`config.mk`:
```
export PLATFORM = sky130hd
export DESIGN_NAME = vga_timing_core
export DESIGN_NICKNAME = d
export VERILOG_FILES = /design/src/rtl/vga_timing_core.sv
export SDC_FILE = /design/constraint.sdc
export NUM_CORES = 1
export LEC_CHECK = 0
export CAP_MARGIN = 25
export CORE_MARGIN = 10
export CORE_UTILIZATION = 47
export CTS_CLUSTER_DIAMETER = 150
export DETAILED_ROUTE_END_ITERATION = 7
export PLACE_DENSITY = 0.88
export SYNTH_ARGS = -nofsm -noshare
export SYNTH_HDL_FRONTEND = slang
export SYNTH_SLANG_ARGS = --single-unit
```
`constraint.sdc`:
```
create_clock -name iVGA_CLK -period 3.4 [get_ports iVGA_CLK]
set_clock_uncertainty 0.15 [all_clocks]
set_input_delay 0.34 -clock iVGA_CLK [delete_from_list [all_inputs] [get_ports iVGA_CLK]]
set_output_delay 0.34 -clock iVGA_CLK [all_outputs]
set_load 0.1 [all_outputs]
```
`src/rtl/vga_timing_core.sv`:
```
// vga_timing_core: 640x480@60 raster timing (syncs, display enable, coordinates, frame-buffer address).
// Latency: all outputs are registered and describe the current counter position (no extra pipeline delay).
// Backpressure: none; free-running from the pixel clock, restartable by synchronous reset.
//
// Ports:
//   iVGA_CLK      pixel clock, all logic on its rising edge
//   iRST_n        synchronous active-low reset, restarts timing at (0,0)
//   oHS / oVS     active-low horizontal / vertical sync
//   oBLANK_n      high only in the visible region
//   oPIX_X/Y      coordinate inside the visible area, 0 while blanked
//   oFRAME_START  one-cycle pulse when the raster wraps to (0,0)
//   oADDR         linear pixel address y*H_ACTIVE+x; only built when the
//                 macro VGA_TIMING_ADDR_EN is defined, otherwise tied to 0
module vga_timing_core #(
  parameter int H_SYNC   = 96,
  parameter int H_BACK   = 48,
  parameter int H_ACTIVE = 640,
  parameter int H_FRONT  = 16,
  parameter int V_SYNC   = 2,
  parameter int V_BACK   = 33,
  parameter int V_ACTIVE = 480,
  parameter int V_FRONT  = 10
) (
  input  logic        iVGA_CLK,
  input  logic        iRST_n,
  output logic        oHS,
  output logic        oVS,
  output logic        oBLANK_n,
  output logic [9:0]  oPIX_X,
  output logic [9:0]  oPIX_Y,
  output logic        oFRAME_START,
  output logic [18:0] oADDR
);

  localparam int H_TOTAL = H_SYNC + H_BACK + H_ACTIVE + H_FRONT;
  localparam int V_TOTAL = V_SYNC + V_BACK + V_ACTIVE + V_FRONT;
  localparam int HW      = $clog2(H_TOTAL);
  localparam int VW      = $clog2(V_TOTAL);

  localparam int H_ACT_START = H_SYNC + H_BACK;
  localparam int H_ACT_END   = H_ACT_START + H_ACTIVE;
  localparam int V_ACT_START = V_SYNC + V_BACK;
  localparam int V_ACT_END   = V_ACT_START + V_ACTIVE;

  logic [HW-1:0] h_cnt, h_nxt;
  logic [VW-1:0] v_cnt, v_nxt;
  logic          h_wrap;
  logic          hs_nxt, vs_nxt, blank_n_nxt, frame_start_nxt;
  logic          h_act_nxt, v_act_nxt;
  logic [9:0]    pix_x_nxt, pix_y_nxt;

  // Outputs are decoded from the next counter value so that, once
  // registered, they line up with the counters on the same edge.
  always_comb begin
    h_wrap = (h_cnt == HW'(H_TOTAL - 1));
    h_nxt  = h_wrap ? '0 : h_cnt + 1'b1;
    v_nxt  = v_cnt;
    if (h_wrap) begin
      v_nxt = (v_cnt == VW'(V_TOTAL - 1)) ? '0 : v_cnt + 1'b1;
    end

    hs_nxt      = (int'(h_nxt) >= H_SYNC);
    vs_nxt      = (int'(v_nxt) >= V_SYNC);
    h_act_nxt   = (int'(h_nxt) >= H_ACT_START) && (int'(h_nxt) < H_ACT_END);
    v_act_nxt   = (int'(v_nxt) >= V_ACT_START) && (int'(v_nxt) < V_ACT_END);
    blank_n_nxt = h_act_nxt && v_act_nxt;

    pix_x_nxt = '0;
    pix_y_nxt = '0;
    if (blank_n_nxt) begin
      pix_x_nxt = 10'(int'(h_nxt) - H_ACT_START);
      pix_y_nxt = 10'(int'(v_nxt) - V_ACT_START);
    end

    frame_start_nxt = (h_nxt == '0) && (v_nxt == '0);
  end

  always_ff @(posedge iVGA_CLK) begin
    if (!iRST_n) begin
      h_cnt        <= '0;
      v_cnt        <= '0;
      oHS          <= 1'b0;
      oVS          <= 1'b0;
      oBLANK_n     <= 1'b0;
      oPIX_X       <= '0;
      oPIX_Y       <= '0;
      oFRAME_START <= 1'b0;
    end else begin
      h_cnt        <= h_nxt;
      v_cnt        <= v_nxt;
      oHS          <= hs_nxt;
      oVS          <= vs_nxt;
      oBLANK_n     <= blank_n_nxt;
      oPIX_X       <= pix_x_nxt;
      oPIX_Y       <= pix_y_nxt;
      oFRAME_START <= frame_start_nxt;
    end
  end

`ifdef VGA_TIMING_ADDR_EN
  logic [18:0] addr;

  // Advance when leaving an active pixel (oBLANK_n describes the current
  // position), hold through blanking, clear on entering (0,0).
  always_ff @(posedge iVGA_CLK) begin
    if (!iRST_n) begin
      addr <= '0;
    end else if (frame_start_nxt) begin
      addr <= '0;
    end else if (oBLANK_n) begin
      addr <= addr + 19'd1;
    end
  end

  assign oADDR = addr;
`else
  assign oADDR = '0;
`endif

endmodule

```
* Word-level counts from Yosys, hierarchy flattened
Cells that the tools add are included.
** Storage, ports and cells
- Register bits :: 44
- Input port bits :: 2
- Output and inout port bits :: 43
** Operators by class
- Add/subtract/negate cells :: 4
- Reductions and logical operators :: 7
- Equal/unequal tests :: 2
- $lt $le $gt $ge :: 6
- Multiplexer cells :: 3
** Operators with widths (number)
- two-way mux 10 bit :: 3
- adder 10 x 1 -> 10 bit, second input constant :: 2
- equality test 10 bit, second input constant :: 2
- zero test 10 bit :: 2
- < comparator 10 bit, second input constant :: 2
- >= comparator 10 x 2 -> 1 bit, second input constant :: 1
- >= comparator 10 x 6 -> 1 bit, second input constant :: 1
- >= comparator 10 x 7 -> 1 bit, second input constant :: 1
- >= comparator 10 x 8 -> 1 bit, second input constant :: 1
- subtractor 10 x 6 -> 10 bit, second input constant :: 1
- subtractor 10 x 8 -> 10 bit, second input constant :: 1
- logical AND 1 bit :: 4
- AND reduction 2 bit :: 1

* Logic depth before layout (Yosys ltp)
- Word-level depth :: 7
- Mapped depth :: 14

* Worst setup path before layout
No wires, ideal clock.
- Kind :: reg2reg
- Start point :: register h_cnt[0]
- End point :: register oPIX_X[2]
- Cell stages (with the launch flop) :: 15
- Buffers on the path :: 2
- Arrival :: 3.279 ns
- Data required time :: 3.191 ns
- Library setup time :: 0.059 ns
- Path slack :: -0.088 ns
- Cell sequence :: dfxtp_1 ha_1 nand4_2 nor3_2 buf_2 nand2b_1 o21ai_1 ha_1 inv_1 a2111oi_4 nor4b_2 a2111o_1 buf_6 inv_2 and2_1
** Between the ends
- Longest elaborated chain between the ends :: 6
** RTL lines
- from (decl) :: line 45 : logic [HW-1:0] h_cnt, h_nxt;
- from (signal assigned) :: line 89 : h_cnt <= h_nxt;
- equality test 10 bit (*) :: line 55 : h_wrap = (h_cnt == HW'(H_TOTAL - 1));
- two-way mux 10 bit (*) :: line 58 : if (h_wrap) begin
- named net v_nxt[0] :: line 46 : logic [VW-1:0] v_cnt, v_nxt;
- >= comparator 10 x 6 -> 1 bit or < comparator 10 bit (tied branches) :: line 65 : v_act_nxt = (int'(v_nxt) >= V_ACT_START) && (int'(v_nxt) < V_ACT_END);
- logical AND 1 bit (*) :: line 65
- logical AND 1 bit (*) :: line 66 : blank_n_nxt = h_act_nxt && v_act_nxt;
- AND reduction 2 bit (no source line) (*)
- to (signal assigned) :: line 94 : oPIX_X <= pix_x_nxt;
- to (decl) :: line 29 : output logic [9:0] oPIX_X,
The timed path passes the listed nets; every way through them passes the cells marked *.
A chain may end at the register's enable or synchronous reset.

* Worst setup path in the final report
- Start point :: register v_cnt[7]
- End point :: register oPIX_X[8]
** Between the ends
- Longest elaborated chain between the ends :: 7
** RTL lines
- from (decl) :: line 46
- from (signal assigned) :: line 90 : v_cnt <= v_nxt;
- equality test 10 bit (*) :: line 59 : v_nxt = (v_cnt == VW'(V_TOTAL - 1)) ? '0 : v_cnt + 1'b1;
- two-way mux 10 bit (*) :: line 59
- two-way mux 10 bit (*) :: line 58
- named net v_nxt[1] :: line 46
- >= comparator 10 x 6 -> 1 bit or < comparator 10 bit (tied branches) :: line 65
- logical AND 1 bit (*) :: line 65
- logical AND 1 bit (*) :: line 66
- AND reduction 2 bit (no source line) (*)
Marked as above.

==> impl_metrics.ini <==
[placed_design]
portBuffers = 25
place_ws_ns = 0.1468
dpl.hpwl_um = 4314
place_area_um2 = 2711
dpl.cell_count = 366
gp_congestion = 0.9714

[global_route]
grt_max_degree = 19
globalRouteOverflowTotal = 0
antenna_found_initial = 0
first_global_vias = 1970
grt_pass1_wl_um = 9411
grt_use_total_pct = 13.49

[timing]
setup_violations = 0
max_slew_margin_pct = 34.28
finalSetupTns_ns = 0
layout_setup_ws_ns = 0.1169
post-route-period-util_pct = 96.56
tightest_slew_ns = 0.9827
slew_viol_final = 0
fmax_mhz = 304.6
hold_ws_ns = 0.4284
fin_crit_ns = 3.283
finalHoldViolCount = 0

[yosys]
yosys.area.top_type = dfxtp_1
synthTopCellsByArea = dfxtp_1, buf_4, nor2_1, ha_1, xnor2_1
synth-simple-area-share_pct = 26.49
yosysUniqueCellTypes = 55
ys.flop_type = dfxtp_1
syn-cell-area_um2 = 2390
synth_xor_area_share_pct = 8.063
synth-seq-cells = 44
synth_compound_area_share_pct = 13.09
syn_inst = 271
yosys_warnings = 0
async_flop_share_pct = 0
synth_most_common_cell = dfxtp_1
ys_top_cells_by_count = dfxtp_1, nor2_1, buf_4
synth_mux_area_share_pct = 0
synth_edf_count = 0
synth_top_family_by_area = simple AND/OR/NAND/NOR gates
synthAdderAreaFrac_pct = 5.236
seq_area_frac_synth_pct = 36.86
avgSynthCellArea_um2 = 8.818
synth_top_area_share_pct = 36.86

[finish]
nNetsFinal = 320
num-fill-cells = 417
drive_above_1_share_pct = 13.27
fin_cells = 376
final_area_um2 = 2855
area_growth_pct = 19.48
n_antenna_cell = 0
final_core_util_pct = 59.27

[setup_path]
worstSetupEndpointType = flop
startpoint = v_cnt[7]
cp_max_fo = 9
worstPathRequired_ns = 3.44
timing.rr.start = v_cnt[7]
start_kind = flop
critPathArrivalTime_ns = 3.32
critPathKind = reg2reg

[die]
dieArea_um2 = 8337
start_util_pct = 49.61
die_h_um = 91.31
ios = 45
placementRows = 25
die_w_um = 91.31
core_region_area_um2 = 4817

[routing]
vias = 2060
drt-pass1-iter-count = 7
drtIter0Drc = 288
post_drt_wl_per_cell_um = 15.30
ant_nets = 0
totalWireLength_um = 5754
drcViolationCount = 2
via_per_inst = 5.479

[power_and_ir_drop]
vdd_ir_drop_max_v = 0.0002923
powerDensity_nw_per_um2 = 369.8
p_leak_nw = 1.106
power.total_mw = 1.056

[clocking]
clkSinkCount = 44
clkTransAtPathRegs_ns = 0.08
cts_tree = done
clockBufferDepth = 2
numCtsBuffers = 5
clkLatencyLatePin_ns = 0.30
cts_hold_buf = 0
root_buffer = clkbuf_8
cts.htree.levels = 2

[worst_hold_path]
hold_class = reg2reg
min_from = h_cnt[0]

[status]
failed_checks = DRC
status = finished with violations

[run]
maxCapViolCount = 0
-- repair_timing --
| action | 4_1_cts | 5_1_grt |
|---|---|---|
| gates resized for setup | 0 | 2 |
| setup buffers | 0 | 2 |
| endpoints found under the setup margin | 0 | 20 |
-- kinds of logic (layout without fill, tap and decap cells) --
family          Yosys count  after routing
flops                    44             44
xor+xnor                 22             22
buf+inv                  41             61
simple gates            112            112
other cells               1             19
compound gates           41             41
fa+ha+maj                10             10
-- state kept, by name, summed over array words and instances, names as in the netlist --
register,count
oBLANK_n,1
oHS,1
h_cnt,10
v_cnt,10
oPIX_Y,10
oFRAME_START,1
oVS,1
oPIX_X,10
-- critical path, cell delays in order, from the launching register on --
cell      delay [ns]
dfxtp_1         0.37
or4_1           0.61
nor3_2          0.36
nand3b_1        0.16
o21ai_0         0.16
ha_1            0.26
o31ai_2         0.28
nor4b_2         0.29
a2111o_1        0.27
buf_4           0.20
nor2_1          0.06
-- layer usage --
layer	global-route usage [%]	wire (um)	up-vias
met4	6.005	148	0
li1	-	-	979
met1	16.46	2398	952
met2	21.48	2642	107
met3	3.951	564	22
met5	0	0	-
-- final timing paths --
path / endpoint / slack, ns / depth (start not counted)
setup / recovery: oPIX_X[8] / 0.12 / 10
hold / removal: oPIX_X[0] / 0.43 / 2
setup reg to reg: oPIX_X[8] / 0.12 / 10
hold reg to reg: oPIX_X[0] / 0.43 / 2
-- cells in the final DEF, fill, tap and decap left out, types with 3 or more instances in the layout --
master,netlist,routed
nor2_1,35,35
dfxtp_1,44,44
nand3_1,14,14
nor3_1,12,11
nand3b_1,4,4
or3_1,3,3
nor3_2,3,3
inv_1,10,10
nand2_1,9,9
and2_1,7,7
o21ai_0,8,8
o31ai_1,3,3
xnor2_1,12,12
clkdlybuf4s50_1,0,25
nor4_1,4,4
ha_1,10,9
a21oi_1,9,9
nand4_1,4,4
xor2_1,10,10
conb_1,1,19
buf_4,20,15
and3_1,3,3
clkbuf_8,0,6
-- area by class of cell --
class	count	area, um^2	area share (%)
Tap cell	67	83.83	2.936
Clock inverter	2	38.79	1.358
Timing Repair Buffer	40	362.8	12.71
Inverter	13	48.80	1.709
Sequential cell	44	880.8	30.85
Clock buffer	6	82.58	2.892
Multi-Input combinational cell	204	1358	47.55
-- power by group --
group	internal, mW	switching [mW]	total, mW
Combinational	0.00897	0.108	0.117
Clock	0.240	0.176	0.416
Sequential	0.518	0.00413	0.522
Note: power is estimated with default switching activity, not from simulation.
